[src/rtl/bcd_scan_sequencer_pkg.sv]
// Shared definitions for the I/O matrix scan sequencer: blank code, row limit, FSM states.
// Latency: n/a (definitions only).
// Backpressure: n/a.
package io_pkg;

  // Decoder select code that deasserts every strobe output.
  localparam logic [3:0] BCD_BLANK = 4'hF;
  // Width of the status vector; the decoder has ten outputs.
  localparam int MAX_SLOTS = 10;

  typedef enum logic [1:0] {
    ST_PARK = 2'd0,
    ST_SCAN = 2'd1,
    ST_CPU  = 2'd2
  } scan_state_e;

  // Select code for a CPU read: rows the decoder does not have are driven blank.
  function automatic logic [3:0] cpu_code(input logic [3:0] slot);
    return (slot > 4'd9) ? BCD_BLANK : slot;
  endfunction

endpackage

[src/rtl/bcd_scan_sequencer_if.sv]
// Bundle of the scan sequencer's matrix, status and CPU-read signals.
// Latency: n/a (wiring only).
// Backpressure: CPU side is a level request held until the one-cycle ack.
interface bcd_scan_sequencer_if;
  import io_pkg::*;

  logic                 enable;
  logic [3:0]           bcd;
  logic                 sense;
  logic [MAX_SLOTS-1:0] status;
  logic                 scan_wrap;
  logic                 cpu_req;
  logic [3:0]           cpu_slot;
  logic                 cpu_ack;
  logic                 cpu_data;

  // Sequencer side.
  modport master (
    input  enable, sense, cpu_req, cpu_slot,
    output bcd, status, scan_wrap, cpu_ack, cpu_data
  );

  // Matrix / CPU decode side.
  modport slave (
    output enable, sense, cpu_req, cpu_slot,
    input  bcd, status, scan_wrap, cpu_ack, cpu_data
  );

endinterface

[src/rtl/bcd_scan_sequencer_debounce.sv]
// Per-row debounce bank: a status bit flips after DEBOUNCE consecutive differing samples.
// Latency: status updates on the strobe edge, visible the following cycle.
// Backpressure: none; one sample per strobe is always absorbed.
module scan_debounce
  import io_pkg::*;
#(
  parameter int SLOTS    = 10,
  parameter int DEBOUNCE = 3
) (
  input  logic                 clk,
  input  logic                 reset_n,
  input  logic [3:0]           row_i,
  input  logic                 sample_i,
  input  logic                 strobe_i,
  output logic [MAX_SLOTS-1:0] status_o
);

  logic [2:0]           cnt_q [MAX_SLOTS];
  logic [2:0]           cnt_d [MAX_SLOTS];
  logic [MAX_SLOTS-1:0] status_q;
  logic [MAX_SLOTS-1:0] status_d;

  // Only the strobed row moves; an agreeing sample resets its run of disagreements.
  always_comb begin
    cnt_d    = cnt_q;
    status_d = status_q;
    for (int r = 0; r < MAX_SLOTS; r++) begin
      if (strobe_i && (row_i == 4'(r)) && (r < SLOTS)) begin
        if (sample_i == status_q[r]) begin
          cnt_d[r] = 3'd0;
        end else if ((cnt_q[r] + 3'd1) == 3'(DEBOUNCE)) begin
          status_d[r] = ~status_q[r];
          cnt_d[r]    = 3'd0;
        end else begin
          cnt_d[r] = cnt_q[r] + 3'd1;
        end
      end
    end
  end

  // Counter bank and status register.
  always_ff @(posedge clk or negedge reset_n) begin
    if (!reset_n) begin
      status_q <= '0;
      cnt_q    <= '{default: 3'd0};
    end else begin
      status_q <= status_d;
      cnt_q    <= cnt_d;
    end
  end

  assign status_o = status_q;

endmodule

[src/rtl/bcd_scan_sequencer.sv]
// Steps the BCD strobe select through the matrix rows, samples sense at the end of each dwell, interleaves CPU reads.
// Latency: sample taken DWELL cycles after a slot starts; CPU ack within 2*DWELL cycles of request.
// Backpressure: CPU request is only accepted at a slot boundary (or from PARK) and held by the requester until ack.
module bcd_scan_sequencer
  import io_pkg::*;
#(
  parameter int SLOTS    = 10,
  parameter int DWELL    = 16,
  parameter int DEBOUNCE = 3
) (
  input logic                  clk,
  input logic                  reset_n,
  bcd_scan_sequencer_if.master bus
);

  localparam int              DW         = $clog2(DWELL);
  localparam logic [DW-1:0]   DWELL_LAST = DW'(DWELL - 1);
  localparam logic [3:0]      ROW_LAST   = 4'(SLOTS - 1);

  scan_state_e          state_q, state_d;
  logic [DW-1:0]        dwell_q, dwell_d;
  logic [3:0]           row_q, row_d;
  logic [3:0]           slot_q, slot_d;
  logic [3:0]           bcd_q, bcd_d;
  logic                 scan_wrap_q, scan_wrap_d;
  logic                 cpu_ack_q, cpu_ack_d;
  logic                 cpu_data_q, cpu_data_d;
  logic                 slot_end;
  logic                 accept;
  logic                 scan_strobe;
  logic [MAX_SLOTS-1:0] status_w;

  // Last dwell cycle of an active slot: sample edge and slot boundary coincide.
  assign slot_end    = (state_q != ST_PARK) && (dwell_q == DWELL_LAST);
  assign scan_strobe = (state_q == ST_SCAN) && slot_end;
  assign accept      = (state_d == ST_CPU) && (state_q != ST_CPU);

  // State register.
  always_ff @(posedge clk or negedge reset_n) begin
    if (!reset_n) begin
      state_q <= ST_PARK;
    end else begin
      state_q <= state_d;
    end
  end

  // Next state: CPU request beats scan run; slots are never cut short.
  always_comb begin
    state_d = state_q;
    unique case (state_q)
      ST_PARK: begin
        if (bus.cpu_req)     state_d = ST_CPU;
        else if (bus.enable) state_d = ST_SCAN;
      end
      ST_SCAN: begin
        if (slot_end) begin
          if (bus.cpu_req)      state_d = ST_CPU;
          else if (!bus.enable) state_d = ST_PARK;
        end
      end
      ST_CPU: begin
        if (slot_end) state_d = bus.enable ? ST_SCAN : ST_PARK;
      end
      default: state_d = ST_PARK;
    endcase
  end

  // Dwell, row and CPU-slot next values; row advances after every scan sample.
  always_comb begin
    dwell_d = ((state_q == ST_PARK) || slot_end) ? '0 : dwell_q + DW'(1);
    row_d   = row_q;
    if (scan_strobe) row_d = (row_q == ROW_LAST) ? 4'd0 : row_q + 4'd1;
    slot_d  = accept ? bus.cpu_slot : slot_q;
  end

  // Registered outputs follow the state being entered so bcd moves on the sample edge.
  always_comb begin
    unique case (state_d)
      ST_SCAN: bcd_d = row_d;
      ST_CPU:  bcd_d = cpu_code(slot_d);
      default: bcd_d = BCD_BLANK;
    endcase
    scan_wrap_d = scan_strobe && (row_q == ROW_LAST);
    cpu_ack_d   = (state_q == ST_CPU) && slot_end;
    cpu_data_d  = cpu_ack_d ? ~bus.sense : cpu_data_q;
  end

  // Datapath and output registers.
  always_ff @(posedge clk or negedge reset_n) begin
    if (!reset_n) begin
      dwell_q     <= '0;
      row_q       <= 4'd0;
      slot_q      <= 4'd0;
      bcd_q       <= BCD_BLANK;
      scan_wrap_q <= 1'b0;
      cpu_ack_q   <= 1'b0;
      cpu_data_q  <= 1'b0;
    end else begin
      dwell_q     <= dwell_d;
      row_q       <= row_d;
      slot_q      <= slot_d;
      bcd_q       <= bcd_d;
      scan_wrap_q <= scan_wrap_d;
      cpu_ack_q   <= cpu_ack_d;
      cpu_data_q  <= cpu_data_d;
    end
  end

  // CPU samples are raw and never reach the debouncer.
  scan_debounce #(
    .SLOTS    (SLOTS),
    .DEBOUNCE (DEBOUNCE)
  ) u_debounce (
    .clk      (clk),
    .reset_n  (reset_n),
    .row_i    (row_q),
    .sample_i (~bus.sense),
    .strobe_i (scan_strobe),
    .status_o (status_w)
  );

  assign bus.bcd       = bcd_q;
  assign bus.status    = status_w;
  assign bus.scan_wrap = scan_wrap_q;
  assign bus.cpu_ack   = cpu_ack_q;
  assign bus.cpu_data  = cpu_data_q;

endmodule

[src/flat_wrapper.sv]
// flat-port wrapper written by rule: the top's interface ports become plain ports
module bcd_scan_sequencer_flat import io_pkg::*;
#(
  parameter int SLOTS    = 10,
  parameter int DWELL    = 16,
  parameter int DEBOUNCE = 3
)
  (clk, reset_n, bus_enable, bus_sense, bus_cpu_req, bus_cpu_slot, bus_bcd, bus_status, bus_scan_wrap, bus_cpu_ack, bus_cpu_data);
  bcd_scan_sequencer_if bus_i ();
  input logic clk;
  input logic reset_n;
  input wire logic [$bits(bus_i.enable)-1:0] bus_enable;
  input wire logic [$bits(bus_i.sense)-1:0] bus_sense;
  input wire logic [$bits(bus_i.cpu_req)-1:0] bus_cpu_req;
  input wire logic [$bits(bus_i.cpu_slot)-1:0] bus_cpu_slot;
  output wire logic [$bits(bus_i.bcd)-1:0] bus_bcd;
  output wire logic [$bits(bus_i.status)-1:0] bus_status;
  output wire logic [$bits(bus_i.scan_wrap)-1:0] bus_scan_wrap;
  output wire logic [$bits(bus_i.cpu_ack)-1:0] bus_cpu_ack;
  output wire logic [$bits(bus_i.cpu_data)-1:0] bus_cpu_data;
  assign bus_i.enable = bus_enable;
  assign bus_i.sense = bus_sense;
  assign bus_i.cpu_req = bus_cpu_req;
  assign bus_i.cpu_slot = bus_cpu_slot;
  assign bus_bcd = bus_i.bcd;
  assign bus_status = bus_i.status;
  assign bus_scan_wrap = bus_i.scan_wrap;
  assign bus_cpu_ack = bus_i.cpu_ack;
  assign bus_cpu_data = bus_i.cpu_data;
  bcd_scan_sequencer #(.SLOTS(SLOTS), .DWELL(DWELL), .DEBOUNCE(DEBOUNCE)) u_core (.clk(clk), .reset_n(reset_n), .bus(bus_i));
endmodule
[config.mk]
export PLATFORM = sky130hd
export DESIGN_NAME = bcd_scan_sequencer_flat
export DESIGN_NICKNAME = d
export VERILOG_FILES = /design/src/rtl/bcd_scan_sequencer_pkg.sv /design/src/rtl/bcd_scan_sequencer_if.sv /design/src/rtl/bcd_scan_sequencer_debounce.sv /design/src/rtl/bcd_scan_sequencer.sv /design/src/flat_wrapper.sv
export SDC_FILE = /design/constraint.sdc
export NUM_CORES = 1
export LEC_CHECK = 0
export CAP_MARGIN = 20
export CORE_UTILIZATION = 30
export DETAILED_ROUTE_END_ITERATION = 10
export HOLD_SLACK_MARGIN = 0.1
export PLACE_DENSITY = 0.47
export SYNTH_ARGS = -nofsm -noshare
export SYNTH_HDL_FRONTEND = slang
export SYNTH_SLANG_ARGS = --single-unit
export TNS_END_PERCENT = 10
[constraint.sdc]
create_clock -name clk -period 3.2 [get_ports clk]
set_clock_uncertainty 0.1 [all_clocks]
set_input_delay 0.32 -clock clk [delete_from_list [all_inputs] [get_ports clk]]
set_output_delay 0.32 -clock clk [all_outputs]
set_load 0.005 [all_outputs]
==> results of run 1 <==
==> cell usage in the layout (no fill, tap or decap), drive strengths merged, types with 2 or more instances in the layout <==
master | netlist | final
nor2b | 7 | 7
ha | 23 | 23
nand4b | 2 | 2
nand4 | 7 | 7
inv | 17 | 17
nand2 | 25 | 25
xor2 | 11 | 11
or4 | 2 | 2
a21o | 2 | 2
dfrtp | 57 | 57
nand3 | 19 | 19
clkbuf | 6 | 13
xnor2 | 4 | 4
o31ai | 19 | 19
clkdlybuf4s50 | 0 | 24
or3b | 5 | 5
dfstp | 4 | 4
nor2 | 14 | 14
o21ai | 40 | 40
a221o | 4 | 4
or3 | 3 | 3
o31a | 3 | 3
mux2 | 2 | 2
nor4 | 2 | 2
clkinv | 0 | 3
buf | 7 | 4
a31oi | 4 | 4
nand2b | 20 | 20
a21oi | 2 | 2
nand3b | 5 | 5
o22ai | 3 | 3
==> cells in the mapped netlist (2+ instances only) <==
library cell | count | area [µm²]
xnor2_1 | 4 | 35.0
o22ai_1 | 3 | 18.8
nand2b_1 | 20 | 125
or3_1 | 3 | 18.8
or3b_4 | 2 | 22.5
nand4b_1 | 2 | 17.5
o21ai_0 | 28 | 140
o21ai_1 | 8 | 40.0
nand4_1 | 7 | 43.8
dfrtp_1 | 57 | 1430
nor2_1 | 14 | 52.6
buf_2 | 6 | 30.0
dfstp_2 | 4 | 105
nor4_1 | 2 | 12.5
o21ai_2 | 4 | 35.0
inv_1 | 16 | 60.1
nand2_1 | 25 | 93.8
mux2_2 | 2 | 22.5
a221o_1 | 4 | 40.0
clkbuf_1 | 6 | 22.5
o31ai_1 | 19 | 143
nor2b_1 | 7 | 43.8
nand3_1 | 19 | 95.1
a31oi_1 | 4 | 25.0
o31a_1 | 3 | 26.3
ha_1 | 23 | 288
a21o_1 | 2 | 15.0
nand3b_1 | 5 | 37.5
or3b_1 | 3 | 26.3
xor2_1 | 11 | 96.3
a21oi_1 | 2 | 10.0
or4_1 | 2 | 15.0
==> where the power goes <==
part / internal, mW / switching [mW]
clock: 0.343 / 0.303
combinational: 0.220 / 0.213
sequential: 0.889 / 0.0616
total: 1.45 / 0.577
==> worst min path at each step <==
stage	to	slack [ps]
CTS	u_core.dwell_q[0]	370
finish	u_core.dwell_q[0]	360
global route	u_core.dwell_q[0]	380
global placement	u_core.dwell_q[0]	340
detailed placement	u_core.dwell_q[0]	360
floorplan	u_core.bus.cpu_ack	-80
==> worst max-delay path: stages, from the launching register on <==
cell and delay [ps]:
dfrtp_1 390, ha_1 230, and3_1 280, nand2_1 100, o21ai_0 100, a21oi_1 190, ha_1 380, inv_1 130
o221ai_1 270, nand4_1 140, a221o_1 310
==> registers in the layout, summed over array words and instances, names as in the netlist <==
register / count
u_core.bus.bcd: 4
u_core.bus.cpu_ack: 1
u_core.bus.cpu_data: 1
u_core.bus.scan_wrap: 1
u_core.dwell_q: 4
u_core.row_q: 4
u_core.slot_q: 4
u_core.state_q: 2
u_core.u_debounce.cnt_q: 30
u_core.u_debounce.status_o: 10
==> cell families after synthesis <==
kind of cell / Yosys count / share of synthesized area [%]
AO/OA/AOI/OAI: 84 / 16.7
XOR/XNOR: 15 / 3.97
adder cells (fa/ha/maj): 23 / 8.70
buffers and inverters: 30 / 3.86
flip-flops: 61 / 46.3
multiplexers: 2 / 0.681
AND/OR/NAND/NOR: 117 / 19.8
==> stage by stage <==
stage	utilization, %	power (mW)	cell area, µm²	instances	setup WS [ps]
floorplan	-	1.25	3310	332	559
global placement	35.0	1.39	3680	483	603
detailed placement	35.0	1.40	3680	483	527
CTS	36.9	2.07	3880	500	519
global route	36.9	2.16	3880	500	233
finish	36.9	2.03	3880	500	515
==> cell type report <==
| type | count | share of cell area, % |
|---|---|---|
| Sequential cell | 61 | 39.5 |
| Clock inverter | 3 | 0.484 |
| Timing Repair Buffer | 29 | 7.16 |
| Multi-Input combinational cell | 241 | 42.5 |
| Tap cell | 136 | 4.39 |
| Inverter | 17 | 1.65 |
| Clock buffer | 13 | 4.35 |
==> metal layers <==
layer	track usage [%]	vias up	wire length (µm)
met5	0	-	0
met4	5.68	0	117
met3	4.13	11	240
met2	20.0	39	2950
met1	16.2	1171	3170
li1	-	1246	-
==> impl_results.md, run 1 <==
- Initial antenna violation count: 0
- CTS Root Cell: clkbuf_8
- Worst Hold Depth: 1
- Crit-path max FO: 10
- PD cells: approximately 520 nW/µm²
- GRT Util Overall: between 10% and 20%
- Area Overhead vs Synth: 17.3%
- Syn_area_per_cell: about 10 µm²
- Startpoint Class: flop
- DIE HEIGHT: about 110 µm
- First-pass GRT wire length: between 10,000 and 15,000 µm
- IO buf count: 25
- Synthesized net count: 364
- Initial Util: about a third
- Vias in the first global route: 2,416
- Via count: 2,467
- Yosys cell types: 47
- Status: finished clean
- Detailed Routing Iterations Pass 1: 6
- Io pins: 26
- Synthesized instance count: between 300 and 400
- Num CTS Buffers: 9
- Filler cell count: ~1,000
- Req. time, crit path: 3380 ps
- Flops & latches, synth: 61
- Final Max Tran Viols: 0
- Routed Antenna Nets: 0
- Clock transition at path regs: approximately 70 ps
- Register area: between 1500 and 2000 µm²
- Wire per inst: about 13 µm
- Final hold vios: 0
- Final setup viols: 0
- Post-synth EDFFs: 0
- Gpl congestion: roughly 0.8
- TritonCTS Sinks: 61
- Fmax: 0.372 GHz
- Number of DRC markers in iteration 0: ~110
- Cts repair resizes: 0
- Kind of critical path: reg -> reg
- Synthesis Warnings: 0
- Die area: 11,400 µm²
- Min Clock Period, post-route: between 2000 and 3000 ps
- Max_cap viols: 0
- Largest net degree at the start of global routing: 62
- Core area: roughly 11,000 µm²
- Ys async rst share: 100%
- Cts hold-fix bufs: 1
- Die Span X: between 100 and 150 µm
- CP Launch Point: u_core.dwell_q[0]
- Hold path startpoint: u_core.dwell_q[0]
- Remaining DRCs: 0
- Worst Hold Class: reg -> reg
- Total Neg Setup Slack: 0 ps
- Area of the multi-input gates: around 1600 µm²
- Commonest register cell after synthesis: dfrtp_1
- CTS tree: built
- HPWL Detailed: 4520 µm
- FP Rows: 37
- Fin Hold WS: around 360 ps
- Clk_lat worst skew: between 300 and 400 ps
- Worst VDD drop: roughly 0.35 mV
- Register area share after synthesis: 46.3%
- Share of cells above drive strength 1: a little under a tenth
- Post-Syn Area: 3310 µm²
- Nets: between 300 and 400
- H-tree depth: 3
- Slew @ Worst Pin: 810 ps
- WP data arrival: around 2900 ps
- P_leak: between 1.5 and 2 nW
- Post-CTS setup buffer count: 0
- Overflow after GRT: 0
- Path depth of the worst reg2reg path: 10
- Period utilization: around 84%
- Max Root-Sink Buffers: 2
- RSZ-0062 raised after global routing: no
- Crit end category: flop
- Post-Route WL: between 6000 and 7000 µm
- Vias per std cell: around 4.9
- Reg2reg start: u_core.dwell_q[0]
- Slack of the worst reg-to-reg path: between 500 and 600 ps
- FF-to-FF End: u_core.bus.bcd[0]
- Slew HR: a little under half
- Critical Path End: u_core.bus.bcd[0]
- Antenna cells: 0
(Power assumes the default switching activity.)
==> run 2: changes to the inputs <==
--- a/config.mk
+++ b/config.mk
@@ -9,7 +9,7 @@
 export CORE_UTILIZATION = 30
 export DETAILED_ROUTE_END_ITERATION = 10
 export HOLD_SLACK_MARGIN = 0.1
-export PLACE_DENSITY = 0.47
+export PLACE_DENSITY = 0.48
 export SYNTH_ARGS = -nofsm -noshare
 export SYNTH_HDL_FRONTEND = slang
 export SYNTH_SLANG_ARGS = --single-unit
==> constraint.sdc (replaced) <==
create_clock -name clk -period 2.25 [get_ports clk]
set_clock_uncertainty 0.1 [all_clocks]
set_input_delay 0.225 -clock clk [delete_from_list [all_inputs] [get_ports clk]]
set_output_delay 0.225 -clock clk [all_outputs]
set_load 0.005 [all_outputs]
==> run 2 against run 1 <==
  * Non-clock buffer count rose by 13
  * Global-route usage is 0.17 points higher
  * Worst hold slack lost 210 ps
  * Combinational power up 76%
  * Die area unchanged
==> impl_results.md, run 2 (synthesis gave the netlist of run 1 again) <==
- Status: finished clean
- Routed Antenna Nets: 0
- PD cells: between 800 and 900 nW/µm²
- Max_cap viols: 0
- Fmax: 0.471 GHz
- Biggest register: u_core.u_debounce.cnt_q
- Area Overhead vs Synth: 25.2%
- Fin Hold WS: around 150 ps
- Kind of critical path: reg -> reg
- Clk_lat worst skew: between 300 and 400 ps
- Setup WS post-layout: 126 ps
- Dpl ws: between 60 and 70 ps
- Die Span X: ~110 µm
- Vias per std cell: approximately 4.9
- Area of the multi-input gates: between 1500 and 2000 µm²
- Detailed Routing Iterations Pass 1: 6
- Most used cell, CP: ha_4
- Worst VDD drop: 0.425 mV
- Core area: 10,500 µm²
- Antenna cells: 0
- WP data arrival: 2300 ps
- Max Root-Sink Buffers: 2
- TritonCTS Sinks: 61
- Vias in the first global route: approximately 2,500
- Largest delay share family, worst path: compound AO/OA/AOI/OAI gates
- Slowest CP cell: dfrtp_1
- Num CTS Buffers: 9
- Req. time, crit path: 2430 ps
- Startpoint Class: flop
- First-pass GRT wire length: about 11,000 µm
- Min Clock Period, post-route: 2120 ps
- Final core occ: between 30% and 40%
- H-tree depth: 3
- Final hold vios: 0
- Gpl congestion: 0.785
- Overflow after GRT: 0
- Crit end category: flop
- P_leak: between 1.5 and 2 nW
- CTS tree: built
- CP peak stage delay: roughly 420 ps
- Share of cells above drive strength 1: between 10 and 15%
- Initial antenna violation count: 0
- Worst path cell trace: ha_4 -> and3_4 -> nand2_1 -> o21ai_1 -> a21oi_2 -> ha_4 -> inv_2 -> o221ai_4 -> nand4_1 -> a221o_1
- HPWL Detailed: between 4000 and 5000 µm
- Die area: roughly 11,000 µm²
- CTS Root Cell: clkbuf_8
- Post-Route WL: 6770 µm
- Period utilization: approximately 94%
- Buf/Inv on CP: 1
- Io pins: 26
- Final setup viols: 0
- Number of DRC markers in iteration 0: 56
- FP Rows: 37
- Commonest non-fill, non-tap cell in the layout: dfrtp_1
- GRT Util Overall: 13.0%
- Final Max Tran Viols: 0
- Register area: 1530 µm²
- RSZ-0062 raised after global routing: no
- Worst Hold Class: in -> async
- Filler cell count: about 1,000
- Max reg flops: 30
- Remaining DRCs: 0
- Clock transition at path regs: around 70 ps
- Slew HR: 54.2%
- DIE HEIGHT: approximately 110 µm
- Wire per inst: between 10 and 15 µm
- Initial Util: 31.5%
- Via count: 2,511
- Largest net degree at the start of global routing: 34
- Nets: around 400
- Slew @ Worst Pin: slightly below 700 ps
- Crit-path max FO: 4
- Most frequent cells in the layout: dfrtp_1 (57), nand2_1 (25), o21ai_0 (24), clkdlybuf4s50_1 (24), ha_1 (21)
- IO buf count: 25
-- run 2: worst paths after layout --
path | startpoint | endpoint | slack, ps | cells after the start
worst min-delay path | reset_n | u_core.u_debounce.status_o[3] | 150 | 2
min in group clk | bus_cpu_slot[0] | u_core.slot_q[0] | 370 | 3
max in group asynchronous | reset_n | u_core.bus.bcd[3] | 1290 | 3
worst min register to register | u_core.slot_q[0] | u_core.slot_q[0] | 400 | 2
worst max-delay path | u_core.dwell_q[0] | u_core.bus.bcd[0] | 130 | 10
worst max register to register | u_core.dwell_q[0] | u_core.bus.bcd[0] | 130 | 10
-- run 2: cell type report --
type / count / area share, %
multi-input combinational: 241 / 41.4
sequential: 61 / 37.0
timing repair buffer: 42 / 9.67
tap: 136 / 4.11
clock buffer: 13 / 4.08
clock inverter: 3 / 2.18
inverter: 17 / 1.54
-- run 2: layer usage --
metal  vias to the layer above  global-route usage, %  wire length, µm
met1                      1186                   16.6             3350
met4                         0                   5.09               96
met2                        35                   20.5             3080
li1                       1279                      -                -
met3                        11                   4.13              245
met5                         -                      0                0
-- run 2: what timing repair did --
item	CTS	global route
endpoints found under the hold margin	57	0
gates resized for setup	0	4
hold buffers	1	0
buffers inserted	0	0
endpoints found under the setup margin	0	4
-- run 2: through the flow --
stage                     TNS (ps)  area (µm²)  std cells  power [mW]
after floorplan               -115        3390        332        1.88
after global placement           0        3840        496        2.10
after detailed placement         0        3840        496        2.11
after CTS                        0        4110        513        3.40
after global routing             0        4140        513        3.58
final                            0        4140        513        3.40
-- run 2: where the power goes --
| part | leakage, nW | switching (mW) | total, mW | internal [mW] |
|---|---|---|---|---|
| registers | 0.634 | 0.110 | 1.37 | 1.26 |
| logic | 0.963 | 0.354 | 0.759 | 0.405 |
| clock network | 0.130 | 0.441 | 1.27 | 0.828 |
| total | 1.73 | 0.905 | 3.40 | 2.50 |
==> run 3: changes to the inputs <==
--- a/config.mk
+++ b/config.mk
@@ -7,6 +7,7 @@
 export LEC_CHECK = 0
 export CAP_MARGIN = 20
 export CORE_UTILIZATION = 30
+export CTS_CLUSTER_SIZE = 12
 export DETAILED_ROUTE_END_ITERATION = 10
 export HOLD_SLACK_MARGIN = 0.1
 export PLACE_DENSITY = 0.48
==> results of run 3 <==
Final layout, timing and power as in run 2 (identical DEF).
